[config.mk]
export PLATFORM = sky130hd
export DESIGN_NAME = leitor_display
export DESIGN_NICKNAME = d
export VERILOG_FILES = /design/src/rtl/leitor_display_pkg.sv /design/src/rtl/decodificador_7seg.sv /design/src/rtl/leitor_display.sv
export SDC_FILE = /design/constraint.sdc
export NUM_CORES = 1
export LEC_CHECK = 0
export ABC_CLOCK_PERIOD_IN_PS = 3100
export CAP_MARGIN = 40
export CORE_MARGIN = 4
export CORE_UTILIZATION = 54
export DETAILED_ROUTE_END_ITERATION = 8
export PLACE_DENSITY = 0.91
export RECOVER_POWER = 25
export SYNTH_ARGS = -nofsm -noshare
export SYNTH_HDL_FRONTEND = slang
export SYNTH_SLANG_ARGS = --single-unit
[constraint.sdc]
create_clock -name clk -period 3.1 [get_ports clk]
set_input_delay 0.93 -clock clk [delete_from_list [all_inputs] [get_ports clk]]
set_output_delay 0.93 -clock clk [all_outputs]
set_load 0.1 [all_outputs]
[src/rtl/leitor_display_pkg.sv]
// leitor_display_pkg: shared constants for the seven-segment read-back checker
// Segment patterns use bit0=A .. bit6=G, active-high.
package leitor_display_pkg;
  localparam logic [6:0] SEG_0     = 7'h3F;
  localparam logic [6:0] SEG_1     = 7'h06;
  localparam logic [6:0] SEG_2     = 7'h5B;
  localparam logic [6:0] SEG_3     = 7'h4F;
  localparam logic [6:0] SEG_4     = 7'h66;
  localparam logic [6:0] SEG_5     = 7'h6D;
  localparam logic [6:0] SEG_6     = 7'h7D;
  localparam logic [6:0] SEG_7     = 7'h07;
  localparam logic [6:0] SEG_8     = 7'h7F;
  localparam logic [6:0] SEG_9     = 7'h6F;
  localparam logic [6:0] SEG_9_ALT = 7'h67;
  localparam logic [6:0] SEG_BLANK = 7'h00;
  localparam logic [3:0] DIG_INVALIDO = 4'hF;
  localparam int SLOT_UNI = 0;
  localparam int SLOT_DEZ = 1;
  localparam int SLOT_CEN = 2;
  function automatic logic um_quente(input logic [2:0] d);
    return (d != 3'b000) && ((d & (d - 3'd1)) == 3'b000);
  endfunction
endpackage

[src/rtl/decodificador_7seg.sv]
// decodificador_7seg: combinational seven-segment pattern to BCD digit
// Ports: seg (7-bit pattern in), digito (BCD out, DIG_INVALIDO if unknown),
//        invalido (pattern not in the decode table).
module decodificador_7seg
  import leitor_display_pkg::*;
(
  input  logic [6:0] seg,
  output logic [3:0] digito,
  output logic       invalido
);
  always_comb begin
    digito = DIG_INVALIDO;
    case (seg)
      SEG_0:            digito = 4'd0;
      SEG_1:            digito = 4'd1;
      SEG_2:            digito = 4'd2;
      SEG_3:            digito = 4'd3;
      SEG_4:            digito = 4'd4;
      SEG_5:            digito = 4'd5;
      SEG_6:            digito = 4'd6;
      SEG_7:            digito = 4'd7;
      SEG_8:            digito = 4'd8;
      SEG_9, SEG_9_ALT: digito = 4'd9;
      default:          digito = DIG_INVALIDO;
    endcase
  end
  assign invalido = digito == DIG_INVALIDO;
endmodule

[src/rtl/leitor_display.sv]
// leitor_display: recovers the 3-digit number shown on a multiplexed 7-seg bus
// Ports: clk, rst_n (async active-low), seg[6:0], dig_sel[2:0] (one-hot strobe),
//        valor_bcd[11:0] {cen,dez,uni}, valor_bin[9:0], pronto (publish pulse),
//        erro (published frame had an undecodable digit).
// Build option: LEITOR_BIN_EN enables the BCD-to-binary conversion; without it
// valor_bin is tied to 0.
module leitor_display
  import leitor_display_pkg::*;
#(
  parameter int STABLE_CYCLES = 4
) (
  input  logic        clk,
  input  logic        rst_n,
  input  logic [6:0]  seg,
  input  logic [2:0]  dig_sel,
  output logic [11:0] valor_bcd,
  output logic [9:0]  valor_bin,
  output logic        pronto,
  output logic        erro
);
  localparam logic [7:0] CNT_MAX = 8'(STABLE_CYCLES - 1);
  localparam logic [7:0] CNT_CAP = 8'(STABLE_CYCLES - 2);
  logic [6:0]  seg_q;
  logic [2:0]  dig_q;
  logic [7:0]  cnt;
  logic [11:0] digitos;
  logic [2:0]  inv;
  logic [2:0]  mask;
  logic [3:0]  digito;
  logic        d_inv;
  logic        igual;
  logic        captura;
  logic        publica;
  logic [2:0]  cap_bits;
  decodificador_7seg u_dec (
    .seg      (seg_q),
    .digito   (digito),
    .invalido (d_inv)
  );
  assign igual    = (seg == seg_q) && (dig_sel == dig_q);
  // Fires on the edge the counter steps into CNT_MAX; saturation keeps it to one per run.
  assign captura  = igual && (cnt == CNT_CAP) && um_quente(dig_q) && (seg_q != SEG_BLANK);
  assign cap_bits = captura ? dig_q : 3'b000;
  assign publica  = mask == 3'b111;
  always_ff @(posedge clk or negedge rst_n) begin
    if (!rst_n) begin
      seg_q     <= '0;
      dig_q     <= '0;
      cnt       <= '0;
      digitos   <= '0;
      inv       <= '0;
      mask      <= '0;
      valor_bcd <= '0;
      pronto    <= 1'b0;
      erro      <= 1'b0;
    end else begin
      seg_q  <= seg;
      dig_q  <= dig_sel;
      cnt    <= !igual ? 8'd0 : (cnt == CNT_MAX ? cnt : cnt + 8'd1);
      pronto <= publica;
      if (publica) begin
        valor_bcd <= digitos;
        erro      <= |inv;
      end
      // Clear on publish first, so a same-edge capture lands in the next frame.
      mask <= (publica ? 3'b000 : mask) | cap_bits;
      inv  <= ((publica ? 3'b000 : inv) & ~cap_bits) | (d_inv ? cap_bits : 3'b000);
      for (int i = 0; i < 3; i++)
        if (cap_bits[i]) digitos[i*4 +: 4] <= digito;
    end
  end
`ifdef LEITOR_BIN_EN
  logic [9:0] bin_calc;
  assign bin_calc = (|inv) ? 10'd0 :
                    10'(digitos[SLOT_CEN*4 +: 4]) * 10'd100 +
                    10'(digitos[SLOT_DEZ*4 +: 4]) * 10'd10 +
                    10'(digitos[SLOT_UNI*4 +: 4]);
  always_ff @(posedge clk or negedge rst_n) begin
    if (!rst_n) valor_bin <= '0;
    else if (publica) valor_bin <= bin_calc;
  end
`else
  assign valor_bin = '0;
`endif
endmodule
# == After elaboration in Yosys (flattened, before gate mapping) ==
# Cells that the tools add are included.
# word_totals
register_bits,50
inputBits,12
output_inout_bits,24
wordCells,53
# classes
addsub,2
eq_ne,18
n_mux,7
bitwise,5
reduce_logical,10
# ops
cell,count
$eq 7x7->1 const B,8
$pmux 4 s10,1
$eq 8x2->1 const B,2
$mux 8,2
$eq 7x3->1 const B,2
$mux 3,4
$add 8x1->8 const B,1
$eq 7x6->1 const B,1
$eq 7x7->1,1
$reduce_bool 7->1,1
$and 3x3->3,2
$or 3x3->3,2
$logic_and 1x1->1,5
$eq 4x4->1 const B,1
$eq 3x3->1,1
$eq 3x3->1 const B,1
$logic_not 3->1,1
$not 3->3,1
$reduce_bool 3->1,1
$reduce_or 3->1,1
$sub 3x1->3 const B,1
$ne 2x2->1 const B,1
$reduce_or 2->1,1

# == Longest topological paths before layout ==
# logic_depth
depth_word,10
ltp_mapped,7
ltp_nobuf,5

# == By module ==
# From an unflattened synthesis, not the netlist that was laid out.
# unflattened
cells_unflattened,195
hier_area_um2,2372.3
# modules_own_cells
mod,instances,cells_per_inst,area_each_um2,seq_area_each_um2
leitor_display,1,160,2133.3,1251.2
decodificador_7seg,1,35,239.0,0.0

# == Worst setup path before layout ==
# OpenSTA, ideal clock, no wires.
# synth_timing
path_kind,input to register
start,input dig_sel[1]
end,register digitos[4]
setup_time_ps,125
t_arrival_ps,2525
path_slack_ps,450
cell_stages,6
path_buffers,1
path_cell_list,xor2_1 > nor4_1 > nand4_2 > buf_6 > nor4_4 > mux2_4
# synth_via
elab_chain_cells,6
# synth_lines
item,line,text
start: declaration,leitor_display.sv:15,"input logic [2:0] dig_sel,"
$eq 3x3->1,leitor_display.sv:40,assign igual = (seg == seg_q) && (dig_sel == dig_q);
$logic_and 1x1->1,leitor_display.sv:40,
$logic_and 1x1->1 (3 in series),leitor_display.sv:42,assign captura = igual && (cnt == CNT_CAP) && um_quente(dig_q) && (seg_q != SEG_BLANK);
$mux 3,leitor_display.sv:43,assign cap_bits = captura ? dig_q : 3'b000;
end signal: indexed assignment,leitor_display.sv:69,if (cap_bits[i]) digitos[i*4 +: 4] <= digito;
end: declaration,leitor_display.sv:26,logic [11:0] digitos;
# No other way between the ends.
# A chain may end at the register's enable or synchronous reset.

# == Worst setup path in the final report ==
# layout_timing
start,input seg[3]
end,register digitos[8]
# layout_via
elab_chain_cells,6
# layout_lines
item,line,text
start: declaration,leitor_display.sv:14,"input logic [6:0] seg,"
$eq 7x7->1,leitor_display.sv:40,
$logic_and 1x1->1,leitor_display.sv:40,
$logic_and 1x1->1 (3 in series),leitor_display.sv:42,
$mux 3,leitor_display.sv:43,
# No other way between the ends.

==> impl_metrics.toml <==
[routing]
first_pass_iters = 4
ant_nets = 0
avgViaCountPerCell = 5.48
num_vias = 1622
drc = 0
wl_per_cell_um = 14.7
wl_um = 4350
drtIter0Drc = 65

[power]
power_leakage_nw = 1.42
max-vdd-ir-drop_v = 0.000462
pwr-share-comb_pct = 9.3
clkPwrFrac_pct = 37.4
sw_frac_of_total_pct = 26.5
internal-power_mw = 0.935
seqPwrFrac_pct = 53.3
power_density_mw_per_mm2 = 448
switchingPower_mw = 0.338

[yosys]
ys_ff_latch = 50
synthArstFlopShare_pct = 100
synth_edf_count = 0
syn_avg_cell_area_um2 = 11.6
postSynthCellCount = 214
synth_area_mm2 = 0.00248
yosys_warnings = 0
synth-seq-area-share_pct = 50.4
synthFlopType = "dfrtp_1"
ys_types = 50

[die]
rows = 24
die_x_um = 75.8
core_mm2 = 0.00441
die_area_mm2 = 0.00575
io_pins = 36
initial_core_util_pct = 56.2
die_y_um = 75.8

[timing]
grt_setup_unrepaired = "false"
slew_headroom_pct = -8.93
fin_ws_ns = 0.253
fmax_mhz = 351
setup_violations = 0
final_max_slew_viol_count = 31
worst_pin_slew_ns = 1.63
skew_ns = 0.00654
hold_ws_ns = 0.483
min_period_over_period_pct = 91.8
period_needed_ns = 2.85
finalHoldViolations = 0
setup_tns_ns = 0

[placed_design]
dp_slack_ns = 0.0188
placed_area_mm2 = 0.00272
portBuffers = 25
dp_hpwl_um = 3160
place_congestion = 0.840

[clocking]
cts.clk_slew.worst_paths_ns = 0.09
cts_buffers = 5
insertion_delay_ns = 0.31
hold_buffers = 0
cts_setup_buffers = 0
tritoncts = "done"
cts-resized-gates = 0
htree_levels = 2
clkSinkCount = 50
cts-root-buf = "clkbuf_8"
cts_buffer_depth = 2

[final_layout]
antenna_cells = 0
drive_gt1_share_pct = 19.7
final_net_count = 257
area_growth_pct = 14.4
stdcell_area_mm2 = 0.00284
final_util_pct = 64.3
n_fill_cell = 349

[setup_path]
critPathKind = "input pin to flop"
r2r-start = "cnt[3]$_DFFE_PN0P_"
setup.worst_path.start = "seg[3]"
r2r_end = "digitos[0]$_DFFE_PN0P_"
r2r_cells = 5
startpoint_type = "input pin"
r2r_setup_slack_ns = 0.76
crit_fanout = 4
cp.required_ns = 3.30
endpoint_kind = "flop"
critPathArrivalTime_ns = 3.05

[status]
status = "finished, violations left"
violations = "capacitance limit, slew limit"

[global_routing]
antenna_found_initial = 0
grt_pass1_wl_um = 7270
grt_pass1_vias = 1507
grt-ovfl-total = 0
grtUsageTotal_pct = 16.9
grt_max_degree = 31

[worst_hold_path]
hold_depth = 2
min_to = "erro$_DFFE_PN0P_"
min_path_type = "flop to flop"
hold_start = "erro$_DFFE_PN0P_"

[job]
drv_cap = 1
-- final cells by class --
| type | instances | area [um^2] | share of cell area [%] |
|---|---|---|---|
| clock buffers | 5 | 68.8 | 2.42 |
| inverters | 4 | 15.0 | 0.529 |
| well taps | 52 | 65.1 | 2.29 |
| multi-input cells | 148 | 1110 | 39.3 |
| clock inverters | 3 | 48.8 | 1.72 |
| flip-flops and latches | 50 | 1250 | 44.1 |
| repair buffers | 34 | 277 | 9.74 |
-- cells by family after synthesis --
group / Yosys count / share of synthesized area [%]
buffers and inverters: 25 / 6.05
other: 1 / 0.151
muxes: 23 / 11.2
DFF: 50 / 50.4
adders and majority gates: 2 / 1.01
xor gates and xnor gates: 18 / 6.35
and+or+nand+nor: 73 / 18.2
AOI/OAI and AO/OA: 22 / 6.65
-- routing by layer --
metal | vias to the layer above | wire [um] | global-route usage [%]
li1 | 786 | - | -
met1 | 785 | 1920 | 22.4
met2 | 44 | 2120 | 27.8
met3 | 7 | 245 | 3.56
met4 | 0 | 57 | 5.24
met5 | - | 0 | 0
-- cells in the final DEF, fill, tap and decap left out, types with 2 or more instances in the layout --
| master | Yosys | routed |
|---|---|---|
| a21o_1 | 4 | 4 |
| a21oi_1 | 2 | 2 |
| a22oi_1 | 2 | 2 |
| a2bb2oi_1 | 2 | 2 |
| and3_1 | 5 | 5 |
| buf_4 | 10 | 23 |
| clkbuf_8 | 0 | 5 |
| clkdlybuf4s50_1 | 0 | 2 |
| conb_1 | 1 | 10 |
| dfrtp_1 | 50 | 50 |
| dlygate4sd3_1 | 0 | 8 |
| ha_1 | 2 | 2 |
| inv_1 | 4 | 4 |
| mux2_1 | 10 | 10 |
| mux2_2 | 4 | 4 |
| mux2_4 | 6 | 6 |
| mux2i_1 | 3 | 3 |
| nand2_1 | 15 | 15 |
| nand2b_1 | 4 | 4 |
| nand3_1 | 9 | 9 |
| nor2_1 | 14 | 14 |
| nor2b_1 | 3 | 3 |
| nor3_1 | 5 | 5 |
| nor4_1 | 2 | 2 |
| nor4_4 | 2 | 2 |
| o21ai_0 | 3 | 3 |
| or3b_1 | 3 | 3 |
| xnor2_1 | 6 | 6 |
| xor2_1 | 12 | 12 |
-- registers in the layout (all words and copies together) (netlist names) --
register	count
cnt	8
dig_q	3
digitos	12
erro	1
inv	3
mask	3
pronto	1
seg_q	7
valor_bcd	12
-- worst max-delay path by stage --
stage,end,cells past startpoint
final,digitos[8]$_DFFE_PN0P_,7
after global routing,digitos[8]$_DFFE_PN0P_,7
after CTS,digitos[8]$_DFFE_PN0P_,7
after detailed placement,digitos[10]$_DFFE_PN0P_,7
after global placement,digitos[10]$_DFFE_PN0P_,7
after floorplan,digitos[4]$_DFFE_PN0P_,6
-- worst max-delay path: stages --
cell and delay [ns]:
dlygate4sd3_1 0.56, xor2_1 0.16, nor4_1 0.32, nand4_2 0.17
buf_4 0.19, nor4_4 0.34, mux2_2 0.37
-- power groups by stage --
stage / Combinational (mW) / Sequential [mW] / Clock, mW
finish: 0.119 / 0.678 / 0.475
global route: 0.128 / 0.681 / 0.509
CTS: 0.122 / 0.678 / 0.486
detailed placement: 0.122 / 0.691 / 0
global placement: 0.121 / 0.690 / 0
floorplan: 0.107 / 0.678 / 0
-- stage by stage --
step	instances	power (mW)
floorplan	223	0.785
global placement	288	0.811
detailed placement	288	0.813
CTS	296	1.29
global route	296	1.32
finish	296	1.27
-- cells in the mapped netlist, types with 4 or more instances --
cell type   n  area share [%]
a21o_1      4             1.2
and3_1      5             1.3
buf_4      10             3.0
clkbuf_1    5            0.76
dfrtp_1    50              50
inv_1       4            0.60
mux2_1     10             4.5
mux2_2      4             1.8
mux2_4      6             3.6
nand2_1    15             2.3
nand2b_1    4             1.0
nand3_1     9             1.8
nor2_1     14             2.1
nor3_1      5             1.0
xnor2_1     6             2.1
xor2_1     12             4.2
No activity file was read; power rests on OpenSTA's default activity.
